`src/rtl/vga_pkg.sv`:
```
// Shared VGA compositor types and defaults.
// Colour struct, background colour and flash length.
package vga_pkg;
  localparam int COLOR_W_DEF      = 10;
  localparam int POS_W_DEF        = 10;
  localparam int FLASH_FRAMES_DEF = 8;

  typedef struct packed {
    logic [COLOR_W_DEF-1:0] r;
    logic [COLOR_W_DEF-1:0] g;
    logic [COLOR_W_DEF-1:0] b;
  } rgb_t;

  localparam rgb_t BG_DEF = '{r: '0, g: '0, b: '0};
endpackage

```
`src/rtl/layer_priority_mux.sv`:
```
// Combinational fixed-priority layer select.
// Highest enabled+valid index wins.
module layer_priority_mux #(
  parameter int NUM_LAYERS = 12,
  parameter int COLOR_W    = 10,
  localparam int IDX_W     = $clog2(NUM_LAYERS + 1)
) (
  input  logic [NUM_LAYERS-1:0]           i_valid,
  input  logic [NUM_LAYERS-1:0]           i_en,
  input  logic [NUM_LAYERS*3*COLOR_W-1:0] i_rgb,
  output logic [IDX_W-1:0]                o_idx,
  output logic [3*COLOR_W-1:0]            o_rgb,
  output logic                            o_hit
);
  // Scan upward so the last (highest) match wins
  always_comb begin
    o_idx = IDX_W'(NUM_LAYERS);
    o_rgb = '0;
    o_hit = 1'b0;
    for (int i = 0; i < NUM_LAYERS; i++) begin
      if (i_valid[i] && i_en[i]) begin
        o_idx = IDX_W'(i);
        o_rgb = i_rgb[i*3*COLOR_W +: 3*COLOR_W];
        o_hit = 1'b1;
      end
    end
  end
endmodule

```
`src/rtl/vga_layer_compositor.sv`:
```
// Two-stage layer compositor with hit flash
// and frame-latched game-over mode.
module vga_layer_compositor
  import vga_pkg::*;
#(
  parameter int NUM_LAYERS   = 12,
  parameter int COLOR_W      = COLOR_W_DEF,
  parameter int POS_W        = POS_W_DEF,
  parameter int FLASH_FRAMES = FLASH_FRAMES_DEF,
  parameter int BG_R         = int'(BG_DEF.r),
  parameter int BG_G         = int'(BG_DEF.g),
  parameter int BG_B         = int'(BG_DEF.b),
  localparam int IDX_W       = $clog2(NUM_LAYERS + 1)
) (
  input  logic                            clk,
  input  logic                            reset,
  input  logic [POS_W-1:0]                px,
  input  logic [POS_W-1:0]                py,
  input  logic [NUM_LAYERS-1:0]           layer_valid,
  input  logic [NUM_LAYERS*3*COLOR_W-1:0] layer_rgb,
  input  logic [NUM_LAYERS-1:0]           layer_en,
  input  logic                            over_valid,
  input  logic [3*COLOR_W-1:0]            over_rgb,
  input  logic                            game_over,
  input  logic                            hit_pulse,
  output logic [COLOR_W-1:0]              r,
  output logic [COLOR_W-1:0]              g,
  output logic [COLOR_W-1:0]              b,
  output logic [POS_W-1:0]                px_out,
  output logic [POS_W-1:0]                py_out,
  output logic [IDX_W-1:0]                top_layer
);
  localparam int CW3 = 3 * COLOR_W;

  logic               w_origin;
  logic               w_sof;
  logic               r_origin;
  logic               r_mode_go;
  logic [7:0]         r_flash_cnt;
  logic [IDX_W-1:0]   w_mux_idx;
  logic [CW3-1:0]     w_mux_rgb;
  logic               w_mux_hit;
  logic [CW3-1:0]     w_s1_rgb;
  logic [CW3-1:0]     r_s1_rgb;
  logic [IDX_W-1:0]   r_s1_idx;
  logic               r_s1_ov;
  logic [CW3-1:0]     r_s1_orgb;
  logic [POS_W-1:0]   r_s1_px;
  logic [POS_W-1:0]   r_s1_py;
  logic [COLOR_W-1:0] w_r;
  logic [COLOR_W-1:0] w_g;
  logic [COLOR_W-1:0] w_b;
  logic [IDX_W-1:0]   w_top;
  logic [COLOR_W-1:0] r_red;
  logic [COLOR_W-1:0] r_grn;
  logic [COLOR_W-1:0] r_blu;
  logic [POS_W-1:0]   r_px;
  logic [POS_W-1:0]   r_py;
  logic [IDX_W-1:0]   r_top;

  assign w_origin = (px == '0) && (py == '0);
  assign w_sof    = w_origin && !r_origin;

  // Remember origin so a held (0,0) gives one sof
  always_ff @(posedge clk or negedge reset) begin
    if (!reset) r_origin <= 1'b0;
    else        r_origin <= w_origin;
  end

  // Frame-latched mode and frame-counted flash
  always_ff @(posedge clk or negedge reset) begin
    if (!reset) begin
      r_mode_go   <= 1'b0;
      r_flash_cnt <= 8'd0;
    end else begin
      if (w_sof) r_mode_go <= game_over;
      if (hit_pulse)
        r_flash_cnt <= 8'(FLASH_FRAMES);
      else if (w_sof && r_flash_cnt != 8'd0)
        r_flash_cnt <= r_flash_cnt - 8'd1;
    end
  end

  layer_priority_mux #(
    .NUM_LAYERS (NUM_LAYERS),
    .COLOR_W    (COLOR_W)
  ) u_mux (
    .i_valid (layer_valid),
    .i_en    (layer_en),
    .i_rgb   (layer_rgb),
    .o_idx   (w_mux_idx),
    .o_rgb   (w_mux_rgb),
    .o_hit   (w_mux_hit)
  );

  assign w_s1_rgb = w_mux_hit ? w_mux_rgb
                  : {COLOR_W'(BG_R), COLOR_W'(BG_G),
                     COLOR_W'(BG_B)};

  // Stage 1: capture winner, overlay and position
  always_ff @(posedge clk or negedge reset) begin
    if (!reset) begin
      r_s1_rgb  <= '0;
      r_s1_idx  <= '0;
      r_s1_ov   <= 1'b0;
      r_s1_orgb <= '0;
      r_s1_px   <= '0;
      r_s1_py   <= '0;
    end else begin
      r_s1_rgb  <= w_s1_rgb;
      r_s1_idx  <= w_mux_idx;
      r_s1_ov   <= over_valid;
      r_s1_orgb <= over_rgb;
      r_s1_px   <= px;
      r_s1_py   <= py;
    end
  end

  // Stage 2 colour: overlay in game-over, else tint
  always_comb begin
    w_r   = r_s1_rgb[CW3-1 -: COLOR_W];
    w_g   = r_s1_rgb[2*COLOR_W-1 -: COLOR_W];
    w_b   = r_s1_rgb[COLOR_W-1:0];
    w_top = r_s1_idx;
    if (r_mode_go) begin
      w_top = IDX_W'(NUM_LAYERS);
      if (r_s1_ov) begin
        w_r = r_s1_orgb[CW3-1 -: COLOR_W];
        w_g = r_s1_orgb[2*COLOR_W-1 -: COLOR_W];
        w_b = r_s1_orgb[COLOR_W-1:0];
      end else begin
        w_r = '0;
        w_g = '0;
        w_b = '0;
      end
    end else if (r_flash_cnt != 8'd0 && r_flash_cnt[0]) begin
      w_r = '1;
      w_g = w_g >> 1;
      w_b = w_b >> 1;
    end
  end

  // Stage 2: register outputs
  always_ff @(posedge clk or negedge reset) begin
    if (!reset) begin
      r_red <= '0;
      r_grn <= '0;
      r_blu <= '0;
      r_px  <= '0;
      r_py  <= '0;
      r_top <= '0;
    end else begin
      r_red <= w_r;
      r_grn <= w_g;
      r_blu <= w_b;
      r_px  <= r_s1_px;
      r_py  <= r_s1_py;
      r_top <= w_top;
    end
  end

  assign r         = r_red;
  assign g         = r_grn;
  assign b         = r_blu;
  assign px_out    = r_px;
  assign py_out    = r_py;
  assign top_layer = r_top;
endmodule

```
`config.mk`:
```
export PLATFORM = sky130hd
export DESIGN_NAME = vga_layer_compositor
export DESIGN_NICKNAME = d
export VERILOG_FILES = /design/src/rtl/vga_pkg.sv /design/src/rtl/layer_priority_mux.sv /design/src/rtl/vga_layer_compositor.sv
export SDC_FILE = /design/constraint.sdc
export NUM_CORES = 1
export LEC_CHECK = 0
export ABC_CLOCK_PERIOD_IN_PS = 2200
export BUFFER_PORTS_ARGS = -buffer_cell sky130_fd_sc_hd__buf_2
export CORE_AREA = 3 3 191 193
export DETAILED_ROUTE_END_ITERATION = 8
export DIE_AREA = 0 0 194 196
export GPL_TIMING_DRIVEN = 0
export PLACE_DENSITY = 0.47
export SYNTH_ARGS = -nofsm -noshare
export SYNTH_HDL_FRONTEND = slang
export SYNTH_HIERARCHICAL = 1
export SYNTH_SLANG_ARGS = --single-unit
```
`constraint.sdc`:
```
create_clock -name clk -period 2.2 [get_ports clk]
set_input_delay 0.33 -clock clk [delete_from_list [all_inputs] [get_ports clk]]
set_output_delay 0.33 -clock clk [all_outputs]
set_load 0.02 [all_outputs]
```
==> flow_summary.ini, run 1 <==
[route]
wirelength_mm = 42.4
drc = 0
wire_per_inst_um = 23.6
first_pass_iters = 6
detailedRoute.firstIterationViolations = 560
via_per_inst = 4.95
final_antenna_net_count = 0
vias = 8882

[sta]
slew_headroom_pct = 36.1
rsz0062_at_grt = false
report.final.slew_viol_count = 0
timing.final.crit_share_pct = 93.0
worst_pin_slew_ns = 0.959
clock-skew-final_ns = 0.00744
finalHoldViolCount = 0
setup_viol = 0
fmax_mhz = 489
finalSetupTns_ns = 0
period_needed_ns = 2.05

[synth]
synth_area_leaders = dfrtp_1 48%, mux2i_1 6.3%, o21ai_0 4.1%
synth_top_area_share_pct = 47.9
seq_area_frac_synth_pct = 47.9
yosys_warnings = 6
syn_inst = 777
avgSynthCellArea_um2 = 10.0
ys_seq_elements = 149
ys_types = 48
synth_top_area_cell = dfrtp_1
synthesis.nets = 1218
syn-cell-area_um2 = 7790

[die]
row_count = 68
dieHeight_um = 196
dieArea_um2 = 38000
start_util_pct = 22.4
core_um2 = 34700
io_pins = 493
die_x_um = 194

[finish]
stdcell_area_um2 = 11700
drive_above_1_share_pct = 43.6
final_nets = 1753
synthToLayoutAreaGrowth_pct = 50.7
regArea_um2 = 3730
fin_util_pct = 33.8
fin_cells = 1796
n_fill_cell = 3773
multi_input_area_um2 = 3740

[power_and_ir_drop]
peakVddDrop_uv = 615
power.leakage_uw = 0.00569
total_power_uw = 7760
powerDensity_nw_per_um2 = 661

[grt]
grt.total_usage_pct = 21.3
antenna_found_initial = 29
grt_max_degree = 83
grt_pass1_wl_mm = 60.9
grt_overflow_total = 0
grt_pass1_vias = 9404

[status]
status = finished, final reports clean

[clock_tree]
clk_latency_ns = 0.42
cts_sinks = 149
cts_tree = done
clock_path_buffers = 2
path_clk_slew_ns = 0.06
numCtsBuffers = 17
clock-root-buffer = clkbuf_16
htree_num_levels = 4

[placed_design]
portBuffers = 491
gp_congestion = 0.958
placed_area_um2 = 10800
dp_hpwl_mm = 35.2
dpl.cell_count = 1724

[worst_setup_path]
cp_max_fo = 10
critPathRequiredTime_ns = 2.51
reg2reg_depth = 6
crit_chain = buf_2 -> and2_1 -> clkbuf_1 -> clkbuf_1 -> a22o_1 -> a222oi_1 -> o21ai_1 -> and2_1
crit_path_end_kind = register
cp_num_buf_inv = 3
path_delay_family = compound AO/OA/AOI/OAI gates
cp.arrival_ns = 2.36
crit_path_start_kind = input port
cpPeakStageDelay_ns = 0.44
critical_path_class = input port to register
path_depth = 8
crit_slowest_cell = clkbuf_1

[run]
drv_cap = 0

[hold_path]
hold_depth = 1
hold_path_class = input port to register
[state kept, by name, indices dropped and copies added (netlist names)]
name and cells:
r_s1_idx 4, g 10, r_s1_px 10, r_flash_cnt 8, r 10, r_mode_go 1, r_s1_rgb 30, r_s1_orgb 30
r_origin 1, b 10, r_s1_ov 1, px_out 10, top_layer 4, py_out 10, r_s1_py 10
[synthesized netlist by cell type (all sizes together)]
master	count
dfrtp	149
o21ai	93
nand2	77
clkbuf	52
mux2i	49
a21oi	43
and2	38
nand3	38
a221oi	30
a22o	30
o221a	30
a222oi	29
o221ai	29
buf	24
nor2	19
nor4	5
o31ai	5
or4	5
nor2b	4
nor3	3
or2	3
ha	2
inv	2
mux2	2
nand2b	2
a211o	1
a211oi	1
a21boi	1
a21o	1
a2bb2oi	1
a311oi	1
a31oi	1
and3	1
and4	1
and4b	1
nand4	1
nor3b	1
o211ai	1
o311ai	1
[metal layers]
metal  global-route usage [%]  share of wire [%]
met1                     24.7                 39
met2                     39.0                 52
met3                     5.65                6.8
met4                     5.59                1.8
met5                        0               0.34
[area by class of cell]
class,count,share of cell area (%)
Antenna cell,16,0.341
Buffer,75,2.75
Clock buffer,19,3.77
Clock inverter,13,1.20
Inverter,2,0.0640
Multi-Input combinational cell,550,31.9
Sequential cell,149,31.8
Tap cell,455,4.85
Timing Repair Buffer,517,23.4
[report_power, final]
part	total, uW	leakage, uW	switching [uW]	internal [uW]
sequential	3080	0.00178	92.9	2990
clock	2850	0.000276	1220	1620
combinational	1830	0.00363	1040	791
[final timing paths]
check	startpoint	endpoint	slack, ns
max	layer_valid[9]	r_s1_rgb[10]	0.15
min	over_rgb[12]	r_s1_orgb[12]	0.03
max reg2reg	r_flash_cnt[0]	r_flash_cnt[2]	0.17
min reg2reg	r_s1_px[3]	px_out[3]	0.35
max in group asynchronous	reset	r[4]	0.90
min in group asynchronous	reset	py_out[2]	0.48
[worst register-to-register path: stages, from the launching register on]
cell,delay (ns)
dfrtp_1,0.36
inv_1,0.10
ha_1,0.20
nor3b_2,0.18
a211oi_1,0.61
nand3_1,0.16
mux2_2,0.30
[cell families after synthesis]
logic type                 after synthesis  share of synthesized area, %
muxes                                   51                          6.59
and+or+nand+nor                        199                          12.5
buffers and inverters                   78                          4.24
adders and majority gates                2                         0.321
DFF                                    149                          47.9
AOI/OAI and AO/OA                      298                          28.5
[repair_timing]
action                                  CTS  global route
pin swaps                                 0             0
buffers inserted                          0             0
endpoints found under the setup margin    6            20
hold buffers                             25             0
gates resized for setup                   2             8
hold endpoints to repair                 91             0
[through the flow]
| stage | hold slack [ns] | setup WS (ns) |
|---|---|---|
| after CTS | 0.000858 | 0.00987 |
| final | 0.0274 | 0.155 |
| after global routing | 0.00105 | 0.0155 |
| after global placement | 0.332 | -1.42 |
| after detailed placement | 0.335 | -0.434 |
| after floorplan | 0.0344 | 0.308 |
[cell usage in the layout (no fill, tap or decap), drive strengths merged, types with 2 or more instances in the layout]
cell | netlist | routed
a21oi | 43 | 43
a221oi | 30 | 30
a222oi | 29 | 29
a22o | 30 | 30
and2 | 38 | 38
buf | 24 | 516
clkbuf | 52 | 70
clkinv | 0 | 3
clkinvlp | 0 | 3
dfrtp | 149 | 149
diode | 0 | 16
dlygate4sd3 | 0 | 25
ha | 2 | 2
inv | 2 | 8
mux2 | 2 | 2
mux2i | 49 | 49
nand2 | 77 | 77
nand2b | 2 | 2
nand3 | 38 | 38
nor2 | 19 | 19
nor2b | 4 | 4
nor3 | 3 | 3
nor4 | 5 | 5
o21ai | 93 | 93
o221a | 30 | 30
o221ai | 29 | 29
o31ai | 5 | 5
or2 | 3 | 3
or4 | 5 | 5
(Power assumes the default switching activity.)
==> run 2: changes to the inputs <==
- GPL_TIMING_DRIVEN: 0 -> default
==> run 2 against run 1 <==
Utilization grew 0.17 points. Clock-buffer cell count unchanged. Fmax rose by 8.3%. Worst hold slack worse by 0.0076 ns. Cell count decreased by 2.6%. Wire length shrank 3.7%. Combinational power about the same. Clock skew up 0.0033 ns. Critical path depth down 2. Non-clock buffer count decreased by 49. Sequential share of layout area shrank 0.16 points.
==> flow_summary.ini, run 2 (synthesis gave the netlist of run 1 again) <==
[hold_path]
hold_path_class = input port to register
hold_depth = 1
hp-start = over_rgb[26]
min_to = r_s1_orgb[26]

[route]
final_antenna_net_count = 0
detailedRoute.firstIterationViolations = 812
wire_per_inst_um = 23.3
first_pass_iters = 7
wirelength_mm = 40.8
via_per_inst = 4.93
drc = 0
vias = 8622

[clock_tree]
clock_path_buffers = 2
cts_sinks = 149
path_clk_slew_ns = 0.06
clk_latency_ns = 0.43
numCtsBuffers = 17
cts_tree = done
clock-root-buffer = clkbuf_16
htree_num_levels = 4

[finish]
final_common_cell = buf_2
final_nets = 1704
drive_above_1_share_pct = 46.6
fin_util_pct = 34.0
fin_cells = 1750
final_cell_mix = 491 x buf_2, 149 x dfrtp_1, 74 x nand2_1
largestRegisters = r_s1_orgb: 30 flops, r_s1_rgb: 30 flops
synthToLayoutAreaGrowth_pct = 51.4

[sta]
timing.final.crit_share_pct = 85.9
finalHoldWorstSlack_ns = 0.0199
rsz0062_at_grt = false
finalHoldViolCount = 0
fmax_mhz = 529
setup_viol = 0
worst_pin_slew_ns = 0.951
clock-skew-final_ns = 0.0108
report.final.slew_viol_count = 0
slew_headroom_pct = 36.4
period_needed_ns = 1.89
finalSetupTns_ns = 0

[worst_setup_path]
critical_path_class = register to register
r2r-end = r_flash_cnt[4]
r2r_slack_ns = 0.31
reg2reg_depth = 6
cp.arrival_ns = 2.24
crit_path_start_kind = register
r2r-start = r_flash_cnt[0]
cp_max_fo = 9
critPathRequiredTime_ns = 2.55
crit_path_end_kind = register

[status]
status = finished, final reports clean

[placed_design]
portBuffers = 492
dp_hpwl_mm = 32.5
gp_congestion = 0.906
dpl.cell_count = 1681

[die]
start_util_pct = 22.4
die_x_um = 194
io_pins = 493
dieArea_um2 = 38000
dieHeight_um = 196
row_count = 68
core_um2 = 34700

[power_and_ir_drop]
powerDensity_nw_per_um2 = 675
power.leakage_uw = 0.00574
total_power_uw = 7960
peakVddDrop_uv = 479

[grt]
grt_max_degree = 62
grt_overflow_total = 0
grt_pass1_vias = 9085
grt.total_usage_pct = 20.4
antenna_found_initial = 26
grt_pass1_wl_mm = 58.8

[run]
drv_cap = 0
-- run 2: final cells by class --
cell class,instances,area [um2]
antenna,19,47.5
clock buffer,19,443
clock inverter,13,166
fill,3639,22900
inverter,2,7.51
multi-input combinational,550,3770
sequential,149,3730
tap,455,569
timing repair buffer,543,3060
-- run 2: worst max-delay path by stage --
stage | endpoint | start | cells after the start
3_5_place_dp | r_s1_rgb[18] | layer_valid[9] | 7
4_1_cts | g[6] | r_flash_cnt[1] | 7
2_1_floorplan | r_flash_cnt[4] | py[4] | 4
6_report | r_flash_cnt[4] | r_flash_cnt[0] | 6
5_1_grt | g[0] | r_flash_cnt[0] | 7
3_3_place_gp | g[6] | r_flash_cnt[0] | 7
-- run 2: power by group --
part / total, uW / switching (uW) / internal, uW
registers: 3120 / 126 / 2990
logic: 1810 / 994 / 818
clock network: 3030 / 1200 / 1830
-- run 2: repair_timing --
action,in CTS,in global routing
setup buffers,0,0
setup endpoints to repair,0,7
hold endpoints to repair,58,0
hold buffers,18,0
resized for setup,0,1
-- run 2: per-layer routing --
layer	wire length (um)	GRT usage, %	part of all wire [%]	vias to the layer above
met2	20700	34.9	51	380
met3	3010	5.51	7.4	52
li1	-	-	-	4010
met1	16200	24.8	40	4166
met5	78	0	0.19	-
met4	851	7.13	2.1	14
-- run 2: critical path, cell delays in order, from the launching register on --
cell	delay [ns]
dfrtp_1	0.36
inv_1	0.06
ha_1	0.19
nor3b_2	0.19
a211o_4	0.38
or4_1	0.48
a21oi_1	0.15
-- run 2: stage by stage --
stage	setup WS (ns)	area, um2
floorplan	0.308	7790
global placement	0.120	11000
detailed placement	0.0824	11000
CTS	0.115	11700
global route	0.159	11800
finish	0.311	11800
